**src/rtl/calc_ctrl.sv**
```systemverilog
// Calculator command sequencer: builds binary operands A/B from keypad commands,
// schedules add/sub (single cycle) and shift-add multiply (WIDTH cycles), and
// reports the display value and status.
// Optional feature macro: CALC_DIV_EN adds command 1101 (divide) backed by a
// WIDTH-cycle restoring divider. Without it, 1101 is ignored and S_DIV is unreachable.
module calc_ctrl #(
  parameter int unsigned WIDTH      = 27,
  parameter int unsigned MAX_DIGITS = 8,
  parameter int unsigned MAX_VAL    = 99999999
) (
  input  logic             clock,
  input  logic             reset,
  input  logic             cmd_valid,
  input  logic [3:0]       cmd,
  output logic             cmd_ready,
  output logic [WIDTH-1:0] disp_value,
  output logic [1:0]       status,
  output logic             done,
  output logic [2:0]       EA,
  output logic [2:0]       PE
);

  typedef enum logic [2:0] {
    SEnterA = 3'd0,
    SOp     = 3'd1,
    SEnterB = 3'd2,
    SMul    = 3'd3,
    SDiv    = 3'd4,
    SResult = 3'd5,
    SError  = 3'd6
  } state_e;

  typedef enum logic [1:0] {OpAdd, OpSub, OpMul, OpDiv} op_e;

  localparam int unsigned CntW  = $clog2(MAX_DIGITS + 1);
  localparam int unsigned StepW = $clog2(WIDTH + 1);
  localparam logic [WIDTH:0]     MaxValS = (WIDTH + 1)'(MAX_VAL);
  localparam logic [2*WIDTH-1:0] MaxValP = (2 * WIDTH)'(MAX_VAL);
  localparam logic [WIDTH-1:0]   Ten     = WIDTH'(10);
  localparam logic [CntW-1:0]    MaxCnt  = CntW'(MAX_DIGITS);
  localparam logic [StepW-1:0]   LastStep = StepW'(WIDTH);

  // Number of significant decimal digits of v (0 for v == 0)
  function automatic logic [CntW-1:0] digit_count(input logic [WIDTH-1:0] v);
    logic [CntW-1:0]  n;
    longint unsigned  p;
    n = '0;
    p = 1;
    for (int i = 0; i < int'(MAX_DIGITS); i++) begin
      if (64'(v) >= p) n = n + CntW'(1);
      p = p * 10;
    end
    return n;
  endfunction

  state_e             state_q, state_d;
  op_e                op_q, op_d;
  logic [WIDTH-1:0]   a_q, a_d, b_q, b_d, res_q, res_d;
  logic [CntW-1:0]    cnt_a_q, cnt_a_d, cnt_b_q, cnt_b_d;
  logic               neg_q, neg_d;
  logic               done_q, done_d;
  logic [1:0]         status_q, status_d;
  logic [WIDTH-1:0]   disp_q, disp_d;
  logic [2*WIDTH-1:0] mcand_q, mcand_d, acc_q, acc_d;
  logic [WIDTH-1:0]   mplier_q, mplier_d;
  logic [StepW-1:0]   step_q, step_d;
`ifdef CALC_DIV_EN
  logic [WIDTH-1:0]   rem_q, rem_d, quo_q, quo_d;
  logic [WIDTH:0]     rem_shift;
`endif

  logic             is_digit, is_op, is_eq, is_bs, accept, eval;
  op_e              cmd_op;
  logic [WIDTH-1:0] digit, b_eval;
  logic [WIDTH:0]   sum;

  assign cmd_ready = (state_q != SMul) && (state_q != SDiv);
  assign accept    = cmd_valid && cmd_ready;

  // Command decode
  always_comb begin
    digit    = WIDTH'(cmd);
    is_digit = (cmd <= 4'd9);
    is_eq    = (cmd == 4'hE);
    is_bs    = (cmd == 4'hF);
    is_op    = 1'b0;
    cmd_op   = OpAdd;
    case (cmd)
      4'hA: begin is_op = 1'b1; cmd_op = OpAdd; end
      4'hB: begin is_op = 1'b1; cmd_op = OpSub; end
      4'hC: begin is_op = 1'b1; cmd_op = OpMul; end
`ifdef CALC_DIV_EN
      4'hD: begin is_op = 1'b1; cmd_op = OpDiv; end
`endif
      default: ;
    endcase
  end

  // Next-state, datapath and registered-output computation
  always_comb begin
    state_d  = state_q;
    op_d     = op_q;
    a_d      = a_q;
    b_d      = b_q;
    res_d    = res_q;
    cnt_a_d  = cnt_a_q;
    cnt_b_d  = cnt_b_q;
    neg_d    = neg_q;
    mcand_d  = mcand_q;
    acc_d    = acc_q;
    mplier_d = mplier_q;
    step_d   = step_q;
    eval     = 1'b0;
`ifdef CALC_DIV_EN
    rem_d     = rem_q;
    quo_d     = quo_q;
    rem_shift = {rem_q, quo_q[WIDTH-1]};
`endif
    // '=' straight from S_OP evaluates with B = 0
    b_eval = (state_q == SOp) ? '0 : b_q;
    sum    = {1'b0, a_q} + {1'b0, b_eval};

    case (state_q)
      SEnterA: begin
        if (accept) begin
          if (is_digit && cnt_a_q != MaxCnt) begin
            a_d     = a_q * Ten + digit;
            cnt_a_d = cnt_a_q + CntW'(1);
          end else if (is_bs && cnt_a_q != '0) begin
            a_d     = a_q / Ten;
            cnt_a_d = cnt_a_q - CntW'(1);
          end else if (is_op) begin
            op_d    = cmd_op;
            state_d = SOp;
          end
        end
      end
      SOp: begin
        if (accept) begin
          if (is_digit) begin
            b_d     = digit;
            cnt_b_d = CntW'(1);
            state_d = SEnterB;
          end else if (is_op) begin
            op_d = cmd_op;
          end else if (is_eq) begin
            b_d     = '0;
            cnt_b_d = '0;
            eval    = 1'b1;
          end
        end
      end
      SEnterB: begin
        if (accept) begin
          if (is_digit && cnt_b_q != MaxCnt) begin
            b_d     = b_q * Ten + digit;
            cnt_b_d = cnt_b_q + CntW'(1);
          end else if (is_bs && cnt_b_q != '0) begin
            b_d     = b_q / Ten;
            cnt_b_d = cnt_b_q - CntW'(1);
          end else if (is_eq) begin
            eval = 1'b1;
          end
        end
      end
      SMul: begin
        if (step_q == LastStep) begin
          if (acc_q > MaxValP) begin
            state_d = SError;
          end else begin
            res_d   = acc_q[WIDTH-1:0];
            neg_d   = 1'b0;
            state_d = SResult;
          end
        end else begin
          if (mplier_q[0]) acc_d = acc_q + mcand_q;
          mcand_d  = {mcand_q[2*WIDTH-2:0], 1'b0};
          mplier_d = {1'b0, mplier_q[WIDTH-1:1]};
          step_d   = step_q + StepW'(1);
        end
      end
`ifdef CALC_DIV_EN
      SDiv: begin
        if (step_q == LastStep) begin
          res_d   = quo_q;
          neg_d   = 1'b0;
          state_d = SResult;
        end else begin
          // Restoring step: shift next dividend bit in, subtract when it fits
          if (rem_shift >= {1'b0, b_q}) begin
            rem_d = WIDTH'(rem_shift - {1'b0, b_q});
            quo_d = {quo_q[WIDTH-2:0], 1'b1};
          end else begin
            rem_d = rem_shift[WIDTH-1:0];
            quo_d = {quo_q[WIDTH-2:0], 1'b0};
          end
          step_d = step_q + StepW'(1);
        end
      end
`endif
      SResult: begin
        if (accept) begin
          if (is_digit) begin
            a_d     = digit;
            cnt_a_d = CntW'(1);
            neg_d   = 1'b0;
            state_d = SEnterA;
          end else if (is_op) begin
            a_d     = res_q;
            cnt_a_d = digit_count(res_q);
            op_d    = cmd_op;
            neg_d   = 1'b0;
            state_d = SOp;
          end
        end
      end
      SError: begin
        if (accept && is_digit) begin
          a_d     = digit;
          cnt_a_d = CntW'(1);
          neg_d   = 1'b0;
          state_d = SEnterA;
        end
      end
      default: state_d = SEnterA;
    endcase

    if (eval) begin
      case (op_q)
        OpAdd: begin
          if (sum > MaxValS) begin
            state_d = SError;
          end else begin
            res_d   = sum[WIDTH-1:0];
            neg_d   = 1'b0;
            state_d = SResult;
          end
        end
        OpSub: begin
          if (a_q >= b_eval) begin
            res_d = a_q - b_eval;
            neg_d = 1'b0;
          end else begin
            res_d = b_eval - a_q;
            neg_d = 1'b1;
          end
          state_d = SResult;
        end
        OpMul: begin
          mcand_d  = {{WIDTH{1'b0}}, a_q};
          mplier_d = b_eval;
          acc_d    = '0;
          step_d   = '0;
          state_d  = SMul;
        end
`ifdef CALC_DIV_EN
        OpDiv: begin
          if (b_eval == '0) begin
            state_d = SError;
          end else begin
            rem_d   = '0;
            quo_d   = a_q;
            step_d  = '0;
            state_d = SDiv;
          end
        end
`endif
        default: ;
      endcase
    end

    case (state_d)
      SEnterA, SOp:        disp_d = a_d;
      SEnterB, SMul, SDiv: disp_d = b_d;
      SResult:             disp_d = res_d;
      default:             disp_d = '0;
    endcase

    case (state_d)
      SMul, SDiv: status_d = 2'b01;
      SError:     status_d = 2'b10;
      SResult:    status_d = neg_d ? 2'b11 : 2'b00;
      default:    status_d = 2'b00;
    endcase

    done_d = (state_d != state_q) && ((state_d == SResult) || (state_d == SError));
  end

  // State and output registers with synchronous reset
  always_ff @(posedge clock) begin
    if (reset) begin
      state_q  <= SEnterA;
      op_q     <= OpAdd;
      a_q      <= '0;
      b_q      <= '0;
      res_q    <= '0;
      cnt_a_q  <= '0;
      cnt_b_q  <= '0;
      neg_q    <= 1'b0;
      done_q   <= 1'b0;
      status_q <= 2'b00;
      disp_q   <= '0;
      mcand_q  <= '0;
      acc_q    <= '0;
      mplier_q <= '0;
      step_q   <= '0;
`ifdef CALC_DIV_EN
      rem_q    <= '0;
      quo_q    <= '0;
`endif
    end else begin
      state_q  <= state_d;
      op_q     <= op_d;
      a_q      <= a_d;
      b_q      <= b_d;
      res_q    <= res_d;
      cnt_a_q  <= cnt_a_d;
      cnt_b_q  <= cnt_b_d;
      neg_q    <= neg_d;
      done_q   <= done_d;
      status_q <= status_d;
      disp_q   <= disp_d;
      mcand_q  <= mcand_d;
      acc_q    <= acc_d;
      mplier_q <= mplier_d;
      step_q   <= step_d;
`ifdef CALC_DIV_EN
      rem_q    <= rem_d;
      quo_q    <= quo_d;
`endif
    end
  end

  assign disp_value = disp_q;
  assign status     = status_q;
  assign done       = done_q;
  assign EA         = state_q;
  assign PE         = state_d;

endmodule
```
**config.mk**
```make
export PLATFORM = sky130hd
export DESIGN_NAME = calc_ctrl
export DESIGN_NICKNAME = d
export VERILOG_FILES = /design/src/rtl/calc_ctrl.sv
export SDC_FILE = /design/constraint.sdc
export NUM_CORES = 2
export LEC_CHECK = 0
export BUFFER_PORTS_ARGS = -buffer_cell sky130_fd_sc_hd__buf_4
export CAP_MARGIN = 20
export CORE_UTILIZATION = 28
export CTS_CLUSTER_SIZE = 14
export DETAILED_ROUTE_END_ITERATION = 7
export HOLD_SLACK_MARGIN = 0.06
export PLACE_DENSITY_LB_ADDON = 0.1
export SETUP_SLACK_MARGIN = 0.5
export SYNTH_ARGS = -nofsm -noshare
export SYNTH_HDL_FRONTEND = slang
export SYNTH_SLANG_ARGS = --single-unit
```
**constraint.sdc**
```tcl
create_clock -name clock -period 9.72 [get_ports clock]
set_input_delay 1.458 -clock clock [delete_from_list [all_inputs] [get_ports clock]]
set_output_delay 1.458 -clock clock [all_outputs]
set_load 0.005 [all_outputs]
```
==> flow_summary.toml <==
[run_status]
status = "finished, violations left"
violations = "setup timing"

[power_and_ir_drop]
p_switching_mw = 4.943
internal-power_mw = 6.604
sequentialPowerShare = 0.100
powerDensity_mw_per_mm2 = 293.0
combPwrFrac = 0.773
swShare = 0.4281
pwr-share-clk = 0.127
cellLeakagePower_nw = 16.70
ir_drop_mv = 0.5605

[setup_path]
critical_path.max_fanout = 7
crit_path_end_kind = "register"
critPathLaunch = "a_q[23]$_SDFF_PP0_"
critical_path.slowest_cell = "or4b_4"
rr_worst_depth = 48
cpPeakStageDelay_ns = 0.46
reg2reg_from = "a_q[23]$_SDFF_PP0_"
r2r-end = "disp_value[1]$_SDFF_PP0_"
worstPathArrival_ns = 10.19
critPathLaunchType = "register"
r2r_slack_ns = -0.05
crit_required_ns = 10.14
crit_top_cell = "buf_6"
crit_type = "register to register"

[logic_synthesis]
postSynthAreaPerCell_um2 = 7.136
synthCells = 4346
yosysSeqAreaShare = 0.1711
yosys_warnings = 0
syn-cell-area_mm2 = 0.03101
synth_seq_cells = 265
syn_nets = 4633
ys_types = 123
ys.flop_type = "dfxtp_1"
async_flop_share = 0
synth_edf_count = 0

[worst_hold_path]
hold_end = "mcand_q[29]$_SDFF_PP0_"
hold_depth = 2
min_from = "mcand_q[28]$_SDFF_PP0_"
hp-class = "register to register"

[grt]
grt_max_degree = 87
first_global_vias = 33380
grt-ovfl-total = 0
grt_first_pass_wirelength_mm = 202.1
antenna_found_initial = 6
grt_use_total = 0.2291

[die]
start_util = 0.2837
io_pins = 44
fp-row-count = 121
die_x_um = 334.8
core_mm2 = 0.1093
die_y_um = 334.8
dieArea_mm2 = 0.1121

[sta]
setup_viol = 2
worst_slack_ns = -0.05273
rsz0062_at_grt = "true"
fin_worst_skew_ns = 0.03038
period_minus_slack_ns = 9.773
worst_slew_pin_slew_ns = 1.067
hold_violations = 0
slew-limit-headroom = 0.2887
period_share = 1.005
max_freq_mhz = 102.3
slew_violations = 0

[clock_tree]
cts_tree = "done"
htreeDepth = 2
numCtsBuffers = 40
clock_path_buffers = 3
cts_hold_buf = 0
root_buffer = "clkbuf_16"
worstSkewPairLatency_ns = 0.58
clk_pin_slew_ns = 0.06
cts_sinks = 265

[drt]
drc = 0
drt-initial-drc-count = 2531
via_count = 34040
drt_first_pass_iters = 6
postRouteAntennaNets = 0
wirelength_mm = 131.7
viasPerCell = 5.482
wl_per_cell_um = 21.20

[placed_design]
place.port_buffers = 43
gp_congestion = 0.9158
post_dp_cell_area_mm2 = 0.03611
post-place-ws_ns = -0.6996
dp_hpwl_mm = 99.26

[final_layout]
area_delta_synth_final_pct = 27.08
multi_input_area_mm2 = 0.02540
stdcell_area_mm2 = 0.03941
nFillCells = 11780
nNetsFinal = 4991
seq_area_mm2 = 0.005330
layout-drive-gt1-share = 0.2157
num_antenna_cells = 0

[job]
maxCapViolCount = 0
## cells by family (layout without fill, tap and decap cells)
group,after synthesis,after routing,synth area share
AO/OA/AOI/OAI,1489,1489,0.3276
XOR/XNOR,244,244,0.06915
adder cells (fa/ha/maj),292,292,0.1193
buffers and inverters,495,882,0.06334
flip-flops,265,265,0.1711
multiplexers,81,81,0.02695
AND/OR/NAND/NOR,1480,1481,0.2225
## critical path, delay by kind of cell (launching register included)
family | cells | cell delay, ns
buffers and inverters | 10 | 1.47
multiplexers | 3 | 0.62
adder cells (fa/ha/maj) | 3 | 0.98
flip-flops | 1 | 0.34
XOR/XNOR | 1 | 0.11
AND/OR/NAND/NOR | 7 | 1.49
AO/OA/AOI/OAI | 24 | 4.59
## area by class of cell
type	instances	share of cell area
repair buffers	616	0.1222
inverters	194	0.01848
flip-flops and latches	265	0.1353
well taps	1476	0.04686
clock buffers	51	0.02772
clock inverters	21	0.004953
multi-input cells	3587	0.6446
## state kept, by name, summed over array words and instances (netlist names), 4 cells and up
register and flops:
mplier_q 27, res_q 27, b_q 27, acc_q 54
cnt_a_q 4, step_q 5, disp_value 27, mcand_q 54
cnt_b_q 4, a_q 27
## metal layers
metal / wire (µm) / global-route usage
met3: 6486 / 0.02643
met4: 4892 / 0.08015
met2: 59310 / 0.3724
met5: 13 / 0
met1: 60970 / 0.3108
## synthesized netlist by cell type, drive strengths merged (16+ instances only)
library cell | n | area (µm²)
dfxtp | 265 | 5305
xor2 | 79 | 691.9
nand3 | 89 | 445.4
o211ai | 52 | 390.4
a221oi | 60 | 531.8
nand2b | 32 | 200.2
a221o | 17 | 170.2
and2 | 29 | 183.9
o31ai | 27 | 217.7
inv | 181 | 679.4
mux2i | 67 | 674.4
o21a | 20 | 150.1
and3 | 35 | 219.0
nor2b | 70 | 437.9
o221ai | 40 | 350.3
nor4 | 36 | 240.2
a22oi | 29 | 217.7
o21bai | 110 | 825.8
xnor2 | 165 | 1453
nand4 | 41 | 256.5
a311oi | 67 | 616.8
clkbuf | 229 | 860.8
nor3 | 92 | 490.5
o21ai | 205 | 1030
a31oi | 45 | 309.0
o22ai | 48 | 312.8
nor2 | 409 | 1545
nand2 | 527 | 1981
buf | 72 | 375.4
a21o | 77 | 578.1
or3 | 25 | 161.4
a211oi | 43 | 332.8
or2 | 33 | 209.0
ha | 270 | 3378
a2111oi | 16 | 141.4
a21oi | 453 | 2282
## power by group through the flow
stage / registers (mW) / logic (mW) / clock network [mW]
floorplan: 1.19 / 4.29 / 0
global route: 1.16 / 9.62 / 1.55
CTS: 1.16 / 8.34 / 1.51
finish: 1.16 / 8.93 / 1.46
detailed placement: 1.18 / 7.65 / 0
global placement: 1.18 / 7.69 / 0
## placed cells by master (no fill, tap or decap), types with 17 or more instances in the layout
master	instances
o221ai_1	34
nand3_1	86
nor3_1	76
and3_1	32
o211ai_1	52
and2_1	21
o21a_1	17
clkbuf_16	40
mux2i_1	62
o22ai_1	44
xor2_1	78
ha_1	270
or3_1	21
a31oi_1	34
buf_4	574
a221oi_1	51
a21o_1	77
a21oi_2	29
a21oi_1	417
a22oi_1	26
a221o_1	17
nand2_1	515
nor2b_1	68
nor2_1	398
xnor2_1	159
a311oi_1	61
o21ai_0	171
nand4_1	41
o21bai_1	109
dfxtp_1	255
buf_6	36
o21ai_1	19
nor4_1	29
inv_1	173
a211oi_1	27
or2_2	23
nand2b_1	26
## repair_timing
| item | CTS | global route |
|---|---|---|
| setup buffers | 47 | 20 |
| gates cloned | 0 | 2 |
| gates resized for setup | 186 | 132 |
| endpoints found under the setup margin | 15 | 18 |
| pin swaps | 91 | 58 |
## worst max-delay path by stage
| stage | to | slack (ns) | cells after the start |
|---|---|---|---|
| after floorplan | disp_value[1]$_SDFF_PP0_ | 0.45 | 41 |
| after global placement | disp_value[0]$_SDFF_PP0_ | -0.83 | 42 |
| after detailed placement | disp_value[0]$_SDFF_PP0_ | -0.70 | 41 |
| after CTS | disp_value[1]$_SDFF_PP0_ | -0.02 | 46 |
| after global routing | disp_value[1]$_SDFF_PP0_ | -0.55 | 47 |
| final | disp_value[1]$_SDFF_PP0_ | -0.05 | 48 |
## metrics by stage
stage,power (mW),setup TNS [ns],util,std cells,hold WS (ns)
6_report,11.55,-0.07251,0.3605,6210,0.4574
5_1_grt,12.33,-2.229,0.3605,6210,0.4842
4_1_cts,11.00,-0.01887,0.3533,6188,0.4589
3_5_place_dp,8.832,-2.273,0.3303,6069,0.4633
3_3_place_gp,8.870,-2.962,0.3303,6069,0.4595
2_1_floorplan,5.473,0,-,4346,0.4481
Note: power is estimated with default switching activity, not from simulation.
